### src/rtl/johnson_decoder.sv
// Johnson-code receiver: decodes a sampled code to a phase index, checks step legality,
// tracks lock and counts errors. Define JDEC_STALL_TIMEOUT_EN to drop lock after STALL_LIMIT holds.
module johnson_decoder #(
  parameter int unsigned WIDTH       = 4,
  parameter int unsigned LOCK_COUNT  = 4,
  parameter int unsigned STALL_LIMIT = 16
) (
  input  logic                        Clk,
  input  logic                        Reset,
  input  logic                        In_valid,
  input  logic [WIDTH-1:0]            Q_in,
  output logic [$clog2(2*WIDTH)-1:0]  Count,
  output logic                        Count_valid,
  output logic                        Dir,
  output logic                        Illegal_code,
  output logic                        Seq_error,
  output logic                        Locked,
  output logic [7:0]                  Err_count
);

  localparam int unsigned NPH = 2 * WIDTH;
  localparam int unsigned IW  = $clog2(NPH);
  localparam int unsigned PW  = $clog2(WIDTH + 1);
  localparam int unsigned SW  = $clog2(LOCK_COUNT + 1);
  localparam logic [IW-1:0] LAST_IDX = IW'(NPH - 1);

  localparam logic [1:0] UNLOCKED = 2'd0;
  localparam logic [1:0] TRACKING = 2'd1;
  localparam logic [1:0] LOCKED   = 2'd2;

  if (WIDTH < 2 || LOCK_COUNT < 1 || STALL_LIMIT < 1) begin : g_param_check
    $error("johnson_decoder: WIDTH>=2, LOCK_COUNT>=1 and STALL_LIMIT>=1 required");
  end

  logic [1:0]       state, state_nxt;
  logic [SW-1:0]    step_cnt, step_nxt;
  logic [IW-1:0]    count_nxt;
  logic             cvalid_nxt, dir_nxt, ill_nxt, seq_nxt, err_inc;

  logic [PW-1:0]    pop;
  logic [WIDTH-1:0] low_ones, high_ones;
  logic             code_ok;
  logic [IW-1:0]    idx, idx_fwd, idx_rev;
  logic             is_fwd, is_rev, is_hold;

`ifdef JDEC_STALL_TIMEOUT_EN
  localparam int unsigned TW = $clog2(STALL_LIMIT + 1);
  logic [TW-1:0]    stall_cnt, stall_nxt;
`endif

  // Decode: the only legal codes are a run of ones from the LSB (MSB=0) or from the MSB (MSB=1).
  always_comb begin
    pop = '0;
    for (int i = 0; i < WIDTH; i++) pop = pop + PW'(Q_in[i]);
    low_ones  = '0;
    high_ones = '0;
    for (int i = 0; i < WIDTH; i++) begin
      low_ones[i]  = (PW'(i) < pop);
      high_ones[i] = (PW'(i) >= (PW'(WIDTH) - pop));
    end
    if (Q_in[WIDTH-1]) begin
      code_ok = (Q_in == high_ones);
      idx     = IW'(NPH - 32'(pop));
    end else begin
      code_ok = (Q_in == low_ones);
      idx     = IW'(pop);
    end
  end

  // Step classification relative to the last legal index, modulo 2*WIDTH.
  always_comb begin
    idx_fwd = (Count == LAST_IDX) ? '0 : Count + IW'(1);
    idx_rev = (Count == '0) ? LAST_IDX : Count - IW'(1);
    is_fwd  = (idx == idx_fwd);
    is_rev  = (idx == idx_rev);
    is_hold = (idx == Count);
  end

  always_comb begin
    state_nxt  = state;
    step_nxt   = step_cnt;
    count_nxt  = Count;
    cvalid_nxt = Count_valid;
    dir_nxt    = Dir;
    ill_nxt    = 1'b0;
    seq_nxt    = 1'b0;
    err_inc    = 1'b0;
`ifdef JDEC_STALL_TIMEOUT_EN
    stall_nxt  = stall_cnt;
`endif
    if (In_valid) begin
      if (!code_ok) begin
        ill_nxt    = 1'b1;
        cvalid_nxt = 1'b0;
        err_inc    = 1'b1;
        step_nxt   = '0;
        state_nxt  = UNLOCKED;
`ifdef JDEC_STALL_TIMEOUT_EN
        stall_nxt  = '0;
`endif
      end else begin
        count_nxt  = idx;
        cvalid_nxt = 1'b1;
        case (state)
          UNLOCKED: begin
            step_nxt  = '0;
            state_nxt = TRACKING;
          end
          TRACKING: begin
            if (is_fwd || is_rev) begin
              dir_nxt = is_fwd;
              if (step_cnt != '0 && is_fwd == Dir) step_nxt = step_cnt + SW'(1);
              else                                 step_nxt = SW'(1);
              if (step_nxt == SW'(LOCK_COUNT)) state_nxt = LOCKED;
            end else if (!is_hold) begin
              seq_nxt  = 1'b1;
              err_inc  = 1'b1;
              step_nxt = '0;
            end
          end
          LOCKED: begin
            if (is_hold) begin
`ifdef JDEC_STALL_TIMEOUT_EN
              stall_nxt = stall_cnt + TW'(1);
              if (stall_nxt == TW'(STALL_LIMIT)) begin
                stall_nxt = '0;
                step_nxt  = '0;
                state_nxt = TRACKING;
              end
`endif
            end else if ((is_fwd && Dir) || (is_rev && !Dir)) begin
`ifdef JDEC_STALL_TIMEOUT_EN
              stall_nxt = '0;
`endif
            end else begin
              // Direction reversal or skip breaks lock; a reversal still reports its direction.
              if (is_fwd || is_rev) dir_nxt = is_fwd;
              seq_nxt   = 1'b1;
              err_inc   = 1'b1;
              step_nxt  = '0;
              state_nxt = TRACKING;
`ifdef JDEC_STALL_TIMEOUT_EN
              stall_nxt = '0;
`endif
            end
          end
          default: state_nxt = UNLOCKED;
        endcase
      end
    end
  end

  always_ff @(posedge Clk) begin
    if (!Reset) begin
      state        <= UNLOCKED;
      step_cnt     <= '0;
      Count        <= '0;
      Count_valid  <= 1'b0;
      Dir          <= 1'b1;
      Illegal_code <= 1'b0;
      Seq_error    <= 1'b0;
      Locked       <= 1'b0;
      Err_count    <= '0;
`ifdef JDEC_STALL_TIMEOUT_EN
      stall_cnt    <= '0;
`endif
    end else begin
      state        <= state_nxt;
      step_cnt     <= step_nxt;
      Count        <= count_nxt;
      Count_valid  <= cvalid_nxt;
      Dir          <= dir_nxt;
      Illegal_code <= ill_nxt;
      Seq_error    <= seq_nxt;
      Locked       <= (state_nxt == LOCKED);
      if (err_inc && Err_count != 8'hFF) Err_count <= Err_count + 8'd1;
`ifdef JDEC_STALL_TIMEOUT_EN
      stall_cnt    <= stall_nxt;
`endif
    end
  end

endmodule
### config.mk
export PLATFORM = sky130hd
export DESIGN_NAME = johnson_decoder
export DESIGN_NICKNAME = d
export VERILOG_FILES = /design/src/rtl/johnson_decoder.sv
export SDC_FILE = /design/constraint.sdc
export NUM_CORES = 1
export LEC_CHECK = 0
export ABC_AREA = 1
export BUFFER_PORTS_ARGS = -buffer_cell sky130_fd_sc_hd__buf_4
export CORE_UTILIZATION = 35
export CTS_CLUSTER_SIZE = 30
export DETAILED_ROUTE_END_ITERATION = 8
export PLACE_DENSITY = 0.62
export REMOVE_ABC_BUFFERS = 1
export SYNTH_ARGS = -nofsm -noshare
export SYNTH_HDL_FRONTEND = slang
export SYNTH_SLANG_ARGS = --single-unit
### constraint.sdc
create_clock -name Clk -period 7.2 [get_ports Clk]
set_clock_uncertainty 0.1 [all_clocks]
set_input_delay 1.44 -clock Clk [delete_from_list [all_inputs] [get_ports Clk]]
set_output_delay 1.44 -clock Clk [all_outputs]
set_load 0.05 [all_outputs]
-- Word-level counts from Yosys, hierarchy flattened
Cells that the tools add are included.
- $add $sub $neg: 9
- magnitude comparators: 8
- eq/ne operators: 18
- muxes and demuxes: 35
- reductions and logical operators: 16
- operators with widths (cell ; count):
    $mux 3 ; 13
    $mux 1 ; 12
    $mux 2 ; 6
    $reduce_and 5->1 ; 2
    $eq 3x3->1 ; 3
    $pmux 3 s3 ; 1
    $add 8x1->8 const B ; 1
    $eq 4x4->1 ; 2
    $ne 8x8->1 const B ; 1
    $add 3x1->3 const B ; 2
    $eq 3x3->1 const B ; 2
    $ge 1x3->1 const A ; 2
    $ge 2x3->1 const A ; 2
    $lt 1x3->1 const A ; 2
    $lt 2x3->1 const A ; 2
    $ne 3x3->1 const B ; 2
    $pmux 2 s3 ; 1
    $eq 2x2->1 const B ; 2
    $logic_and 1x1->1 ; 4
    $ne 2x2->1 const B ; 2
    $ne 4x1->1 const B ; 1
    $ne 4x4->1 const B ; 1
    $pmux 1 s2 ; 2
    $reduce_and 2->1 ; 2
    15 further kinds ; 16
- register bits: 21
- bits of input ports: 7
- output and inout port bits: 16
- word-level logic and storage cells: 95

-- Depth between registers and ports, before layout
Gate-level depths: netlist (run 1).
- depth after elaboration: 20
- gate-level depth with buffers: 22

-- Worst setup path before layout (run 1)
OpenSTA, ideal clock, no wires.
- kind: in2reg
- start: input Q_in[0]
- end: register Err_count[5]
- arrival: 4055 ps
- slack: 2916 ps
- stages on the path: 17
- buffers on the path: 1
- cell sequence: fa_1 > ha_1 > buf_6 > inv_2 > fa_1 > inv_1 > nand2_1 > a21oi_1 > nor2_2 > nand3_2 > nand2_2 > nand2_4 > nand3_4 > o21ai_4 > nand2_4 > nand2_1 > a21oi_1
- word-level cells in the longest chain between the ends: 14
- RTL lines (element ; RTL line ; text):
    start: declaration ; 11 ; input logic [WIDTH-1:0] Q_in,
    $add 1x1->2 * ; 54 ; for (int i = 0; i < WIDTH; i++) pop = pop + PW'(Q_in[i]);
    $add 2x1->3 * ; 54 ;
    $add 3x1->3 * ; 54 ;
    $sub 1x3->3 ; 63 ; idx = IW'(NPH - 32'(pop));
    $mux 3 * ; 61 ; if (Q_in[WIDTH-1]) begin
    named net idx[0] ; 43 ; logic [IW-1:0] idx, idx_fwd, idx_rev;
    $eq 3x3->1 (on tied branches) ; 74, 75 ;
    $logic_and 1x1->1 ; 131 ; end else if ((is_fwd && Dir) || (is_rev && !Dir)) begin
    $logic_or 1x1->1 ; 131 ;
    $mux 1 ; 131 ;
    $mux 1 ; 122 ; if (is_hold) begin
    $pmux 1 s2 * ; 104 ; case (state)
    $mux 1 * ; 92 ; if (!code_ok) begin
    $mux 1 * ; 91 ; if (In_valid) begin
    $logic_and 1x1->1 * ; 176 ; if (err_inc && Err_count != 8'hFF) Err_count <= Err_count + 8'd1;
    end signal: assignment ; 176 ;
    end: declaration ; 18 ; output logic [7:0] Err_count
Mark *: on every way through the listed nets, which the timed path passes. The rest lies on a longest branch.
A chain may end at the register's enable or synchronous reset.

-- Worst setup path in the final report (run 1)
- start: input Q_in[0]
- end: register Err_count[1]
Same word-level chain as after synthesis.

==> out/results.tsv, run 1 <==
stage	metric	value	unit
detailed_routing	Detail Route Antenna Nets	0	
global_route	gr usage total	14.9	%
cells_and_area	final std cells w/o fill	345	
detailed_routing	DR vias	1614	
yosys	Synth area leaders	dfxtp_1 (24%), nand2_1 (15%), ha_1 (10%)	
yosys	Synth Area per Inst	6.84	µm²
die	Initial Utilization	36.6	%
global_route	GRT met3 Usage	2.50	%
sta	final setup TNS	0	ps
yosys	Syn. warnings	0	
global_route	gr busiest metal	met2	
power	Flop pwr share	35.9	%
cells_and_area	Util after Layout	42.3	%
global_route	first-pass GRT wire length	6240	µm
global_route	initial antenna violation count	0	
global_route	GR Overflow Total	0	
yosys	Yosys top cell by area	dfxtp_1	
sta	RSZ-0062 raised after global routing	false	
global_route	pin count of the biggest net entering global routing	14	
job	Max Cap Viol	0	
sta	Final Hold Fails	0	
place	dpl hpwl	2900	µm
die	die area	5250	µm²
power	worst vdd ir	63.7	µV
sta	# setup viols final	0	
detailed_routing	drt drc	0	
detailed_routing	per-cell routed wire length	10.8	µm
cells_and_area	P&R area growth vs syn	15.8	%
yosys	Post-Synthesis Cells	254	
global_route	met2 Usage GRT	24.3	%
worst_setup_path	most frequent CP cell	nand2_1	
die	die height	72.5	µm
place	Post-DP Area	1970	µm²
worst_setup_path	CP Max Fanout	9	
detailed_routing	initial DRC count	49	
power	Net Sw Frac	41.1	%
detailed_routing	Vias/cell	4.68	
clock_network	CTS Buf Count	3	
global_route	M1 GR Usage	20.4	%
worst_setup_path	Crit-path slowest cell	ha_1	
sta	Tmin final	4460	ps
clock_network	CTS tree	done	
clock_network	CTS max path bufs	2	
cells_and_area	leading cell type in the layout, fill and taps excluded	nand2_1	
worst_setup_path	nature of the critical path startpoint	input pin	
power	Power Density	176	nW/µm²
run_status	outcome	complete, no violations	
worst_setup_path	critical path required time	7230	ps
cells_and_area	nets	302	
die	I/O Pins	23	
sta	worst relative slew slack	65.4	%
worst_setup_path	cell breakdown of the critical path	buf_4, fa_1, ha_1, inv_2, fa_1, inv_1, nand2_1, nand2_2, nand2_1, nand2_1, nor2_2, nand3_2, nand2_1, nand2_4, nand3_4, o21ai_4, nand2_4, nand2_1, a21oi_1	
yosys	Cell Area, Synth	1740	µm²
power	Power, Total	0.354	mW
clock_network	clk_lat worst skew	260	ps
power	Comb power frac	42.1	%
place	# port buffers	22	
place	placed cells	341	
cells_and_area	diodes inserted	0	
power	P_leak	0.948	nW
detailed_routing	total routed wirelength	3720	µm
worst_setup_path	critical path class	in -> reg	
clock_network	Clock transition at path regs	80	ps
cells_and_area	most frequent cells in the layout	nand2_1 (69), inv_1 (27), nand3_1 (27)	
worst_setup_path	crit path capture type	register	
global_route	number of global-route vias before repair	1425	
die	Std-Cell Rows	25	
sta	f_max	224	MHz
clock_network	post-CTS resize count	0	
clock_network	# H-tree levels	1	
sta	Final Max Slew Viols	0	
power	Internal Power	0.208	mW
clock_network	TritonCTS Sinks	21	
power	Sw Pwr	0.145	mW
worst_setup_path	Critical path buffers and inverters	3	
clock_network	cts hold-fix bufs	0	
power	clock network fraction of design power	22.0	%
worst_setup_path	family with the most delay on the worst path	adder cells	
sta	Slew @ Worst Pin	517	ps
die	Die W	72.5	µm
place	GPL Wtd Cong	0.867	
clock_network	Post-CTS Setup Inserts	0	
die	Core ar.	4750	µm²
sta	worst hold slack	387	ps
worst_setup_path	Crit path arrival time	4500	ps
cells_and_area	cell area after layout	2010	µm²
sta	final worst-path cycle share	62.0	%
worst_setup_path	Crit path largest cell delay	480	ps
yosys	synth unique cells	30	
yosys	#FFs+latches synth	21	
cells_and_area	layout cells sized above 1	20.5	%
min_path	Worst Hold Class	reg -> reg	
yosys	register area share after synthesis	24.2	%
detailed_routing	Initial DRT Pass Iterations	4	
clock_network	root buffer cell	clkbuf_8	
sta	worst setup margin	2740	ps
place	setup slack after placement	2440	ps
yosys	share of the synthesized area in the top cell type	24.2	%
[cells in the mapped netlist]
| cell type | count |
|---|---|
| a21oi_1 | 18 |
| a21oi_2 | 1 |
| a31oi_2 | 1 |
| buf_6 | 1 |
| dfxtp_1 | 21 |
| dlygate4sd3_1 | 1 |
| fa_1 | 2 |
| ha_1 | 14 |
| inv_1 | 27 |
| inv_2 | 5 |
| nand2_1 | 69 |
| nand2_2 | 7 |
| nand2_4 | 2 |
| nand3_1 | 27 |
| nand3_2 | 5 |
| nand3_4 | 1 |
| nand3b_1 | 1 |
| nand4_1 | 6 |
| nor2_1 | 14 |
| nor2_2 | 5 |
| nor2_4 | 2 |
| nor3_1 | 2 |
| nor3b_1 | 1 |
| nor4_1 | 1 |
| o21ai_0 | 7 |
| o21ai_1 | 2 |
| o21ai_4 | 1 |
| or2_2 | 1 |
| xnor2_1 | 2 |
| xor2_1 | 7 |
[final timing paths]
kind                     from      endpoint  slack (ps)  cells after the start
setup / recovery      Q_in[0]  Err_count[1]        2740                     19
hold / removal    Count_valid   Count_valid         390                      2
setup reg to reg     Count[0]  Err_count[1]        4740                     15
hold reg to reg   Count_valid   Count_valid         390                      2
[routing by layer]
layer	up-vias	routed length, µm
met5	-	0
met4	0	15
met3	2	124
met2	26	1670
met1	709	1910
li1	877	-
[flip-flops by register name, indices dropped and copies added (netlist names)]
name          count
Err_count         8
Count             3
step_cnt          3
state             2
Count_valid       1
Dir               1
Illegal_code      1
Locked            1
Seq_error         1
[layout make-up]
cell class                 instances  area (µm²)
clock inverter                     1        5.00
clock buffer                       3        41.3
multi-input combinational        199        1180
tap                               67        83.8
timing repair buffer              22         165
sequential                        21         420
fill                             516        2740
inverter                          32         120
[kinds of logic (layout without fill, tap and decap cells)]
family	after synthesis	in the layout	synth area share (%)
xor+xnor	9	9	4.54
simple gates	144	144	40.8
flops	21	21	24.2
fa+ha+maj	16	16	12.4
buf+inv	34	58	8.14
compound gates	30	30	9.94
[worst reg2reg max path, cell delays in order, from the launching register on]
cell and delay [ps]:
dfxtp_1 490, inv_1 130, ha_1 320, inv_1 60, nor2_1 130, nand3_1 80, nand2_1 80, nor2_2 50
nand3_2 100, nand3_1 80, nand2_1 100, inv_2 60, o21ai_4 280, nand2_4 130, nand2_1 90, a21oi_1 50
[power by group through the flow]
stage               logic (mW)  clock network, mW  registers [mW]
floorplan                0.104                  0           0.143
global placement         0.148                  0           0.130
detailed placement       0.149                  0           0.130
CTS                      0.150             0.0829           0.127
global route             0.167             0.0855           0.128
finish                   0.149             0.0776           0.127
(Power assumes the default switching activity.)
==> run 2, diff against run 1 <==
--- a/config.mk
+++ b/config.mk
@@ -5,12 +5,12 @@
 export SDC_FILE = /design/constraint.sdc
 export NUM_CORES = 1
 export LEC_CHECK = 0
-export ABC_AREA = 1
+export ABC_AREA = 0
 export BUFFER_PORTS_ARGS = -buffer_cell sky130_fd_sc_hd__buf_4
 export CORE_UTILIZATION = 35
 export CTS_CLUSTER_SIZE = 30
 export DETAILED_ROUTE_END_ITERATION = 8
-export PLACE_DENSITY = 0.62
+export PLACE_DENSITY = 0.64
 export REMOVE_ABC_BUFFERS = 1
 export SYNTH_ARGS = -nofsm -noshare
 export SYNTH_HDL_FRONTEND = slang
==> constraint.sdc (replaced) <==
create_clock -name Clk -period 3.7 [get_ports Clk]
set_clock_uncertainty 0.1 [all_clocks]
set_input_delay 0.74 -clock Clk [delete_from_list [all_inputs] [get_ports Clk]]
set_output_delay 0.74 -clock Clk [all_outputs]
set_load 0.05 [all_outputs]
==> run 2 against run 1 <==
  * The flow now finishes with violations (setup timing)
  * Critical path depth decreased by 6
  * Via count increased by 5.1%
  * Combinational power increased to 2.6 times the previous value
  * Routed wire length increased by 15%
  * Global-route usage increased by 2.1 points
  * Worst setup slack got worse by 3000 ps
  * Design area increased by 23%
  * Highest routed layer unchanged
==> out/results.tsv, run 2 <==
stage	metric	value	unit
run_status	outcome	finished with violations	
run_status	failing checks	setup timing	
die	Std-Cell Rows	25	
sta	# setup viols final	18	
sta	worst setup margin	-245	ps
place	placed cells	330	
yosys	number of synthesized flops with an enable pin	0	
job	Max Cap Viol	0	
power	Sw Pwr	0.286	mW
sta	f_max	253	MHz
cells_and_area	P&R area growth vs syn	36.3	%
cells_and_area	diodes inserted	0	
global_route	pin count of the biggest net entering global routing	23	
yosys	Async S/R FF share, synth	0	%
clock_network	Clock transition at path regs	80	ps
yosys	share of the synthesized area in the top cell type	23.1	%
detailed_routing	Initial DRT Pass Iterations	4	
power	clock network fraction of design power	19.5	%
yosys	Yosys top cell by area	dfxtp_1	
sta	Final Max Slew Viols	0	
clock_network	TritonCTS Sinks	21	
die	Core ar.	4850	µm²
power	Internal Power	0.500	mW
global_route	initial antenna violation count	0	
detailed_routing	drt drc	0	
power	P_leak	1.02	nW
worst_setup_path	critical path class	in -> reg	
sta	final worst-path cycle share	107	%
detailed_routing	DR vias	1696	
cells_and_area	layout cells sized above 1	38.7	%
detailed_routing	Vias/cell	5.05	
detailed_routing	per-cell routed wire length	12.8	µm
worst_setup_path	cell breakdown of the critical path	buf_6, fa_1, ha_4, inv_2, fa_1, and2_4, o32ai_2, or3b_4, a211oi_4, a21oi_2, or4_4, a41oi_2, and3_1	
global_route	GR Overflow Total	0	
worst_setup_path	Crit path largest cell delay	510	ps
place	GPL Wtd Cong	0.820	
sta	Slew @ Worst Pin	386	ps
cells_and_area	final std cells w/o fill	336	
die	die area	5490	µm²
clock_network	root buffer cell	clkbuf_8	
yosys	Cell Area, Synth	1820	µm²
worst_setup_path	CP Max Fanout	7	
die	I/O Pins	23	
cells_and_area	max reg flops	8	
min_path	Worst Hold Class	reg -> reg	
clock_network	# H-tree levels	1	
detailed_routing	Detail Route Antenna Nets	0	
global_route	number of global-route vias before repair	1630	
clock_network	CTS tree	done	
global_route	gr usage total	17.1	%
clock_network	CTS max path bufs	2	
global_route	first-pass GRT wire length	7390	µm
power	Power Density	317	nW/µm²
die	Die W	74.1	µm
worst_setup_path	Critical path buffers and inverters	2	
yosys	Main synth FF type	dfxtp_1	
yosys	Post-Synthesis Cells	212	
sta	Tmin final	3950	ps
sta	Final Hold Fails	0	
power	Power, Total	0.786	mW
yosys	synth unique cells	63	
sta	RSZ-0062 raised after global routing	true	
cells_and_area	Util after Layout	51.1	%
die	Initial Utilization	37.5	%
worst_setup_path	nature of the critical path startpoint	input pin	
cells_and_area	nets	293	
power	Comb power frac	49.5	%
worst_setup_path	most frequent CP cell	fa_1	
clock_network	clk_lat worst skew	260	ps
cells_and_area	most frequent cells in the layout	buf_4 (55), dfxtp_1 (21), nand2_1 (21)	
cells_and_area	leading cell type in the layout, fill and taps excluded	buf_4	
detailed_routing	total routed wirelength	4290	µm
cells_and_area	top flop regs	Err_count x8, Count x3, step_cnt x3	
yosys	Synth area leaders	dfxtp_1 (23%), ha_1 (9.6%), nand2_1 (4.3%)	
power	Net Sw Frac	36.4	%
yosys	Syn. warnings	0	
yosys	commonest cells in the netlist	dfxtp_1 (21), nand2_1 (21), inv_1 (17)	
worst_setup_path	crit path capture type	register	
worst_setup_path	Crit path arrival time	4060	ps
detailed_routing	initial DRC count	40	
yosys	#FFs+latches synth	21	
power	Flop pwr share	31.0	%
sta	worst hold slack	382	ps
worst_setup_path	critical path required time	3810	ps
sta	worst relative slew slack	74.0	%
worst_setup_path	family with the most delay on the worst path	adder cells	
cells_and_area	Reg with most FFs	Err_count	
place	# port buffers	22	
yosys	Synth Area per Inst	8.58	µm²
yosys	register area share after synthesis	23.1	%
power	worst vdd ir	186	µV
worst_setup_path	Crit-path slowest cell	fa_1	
place	dpl hpwl	3150	µm
clock_network	CTS Buf Count	3	
die	die height	74.1	µm
run 2: area by class of cell:
class                   count  area, µm²
clock buffers               3       41.3
clock inverters             1       5.00
fillers                   474       2370
inverters                  17       63.8
multi-input cells         165       1370
flip-flops and latches     21        420
well taps                  67       83.8
repair buffers             62        500
run 2: worst reg2reg max path, stage by stage (launching register included):
cell and delay, ps:
dfxtp_1 490, inv_1 110, ha_1 430, inv_1 100
o32ai_2 270, or3b_4 200, a211oi_4 70, buf_6 140
nor4_2 250, a21oi_1 90, buf_4 170, or4_1 470
a21boi_1 130
run 2: per-stage QoR:
stage                     TNS (ps)  cell area [µm²]  setup WS [ps]
final                        -3330             2480           -245
after global routing         -5650             2480           -362
after CTS                    -3260             2420           -244
after detailed placement    -10440             2290           -609
after global placement       -9920             2290           -590
after floorplan             -10350             1760           -768
run 2: path summary, 6_finish.rpt:
kind	cells past startpoint	from	slack, ps	endpoint
setup / recovery	13	Q_in[1]	-250	Locked
hold / removal	2	step_cnt[1]	380	step_cnt[1]
setup reg to reg	12	Count[0]	620	Err_count[7]
hold reg to reg	2	step_cnt[1]	380	step_cnt[1]
run 2: logic make-up (layout without fill, tap and decap cells):
| family | Yosys count | count (layout) | synth area share (%) |
|---|---|---|---|
| simple gates | 78 | 78 | 25.0 |
| compound gates | 54 | 54 | 23.0 |
| buf+inv | 26 | 83 | 6.95 |
| flops | 21 | 21 | 23.1 |
| fa+ha+maj | 16 | 16 | 11.8 |
| xor+xnor | 13 | 13 | 7.91 |
| mux | 4 | 4 | 2.20 |
run 2: power groups by stage:
stage               combinational [mW]  sequential (mW)  clock, mW
floorplan                        0.192            0.272          0
global placement                 0.352            0.249          0
detailed placement               0.357            0.249          0
CTS                              0.377            0.244      0.156
global route                     0.425            0.246      0.168
finish                           0.389            0.244      0.153
run 2: repair_timing:
action	4_1_cts	5_1_grt
gates resized for setup	13	14
pin swaps	16	9
endpoints found under the setup margin	20	20
endpoints found under the hold margin	0	0
hold buffers	0	0
buffers inserted	3	0
run 2: layer usage:
metal / wire (µm) / part of all wire [%] / global-route usage [%] / up-vias
met5: 0 / 0 / 0 / -
li1: - / - / - / 877
met4: 17 / 0.40 / 2.78 / 0
met1: 2110 / 49 / 22.5 / 798
met2: 2040 / 48 / 28.9 / 17
met3: 114 / 2.7 / 3.79 / 4
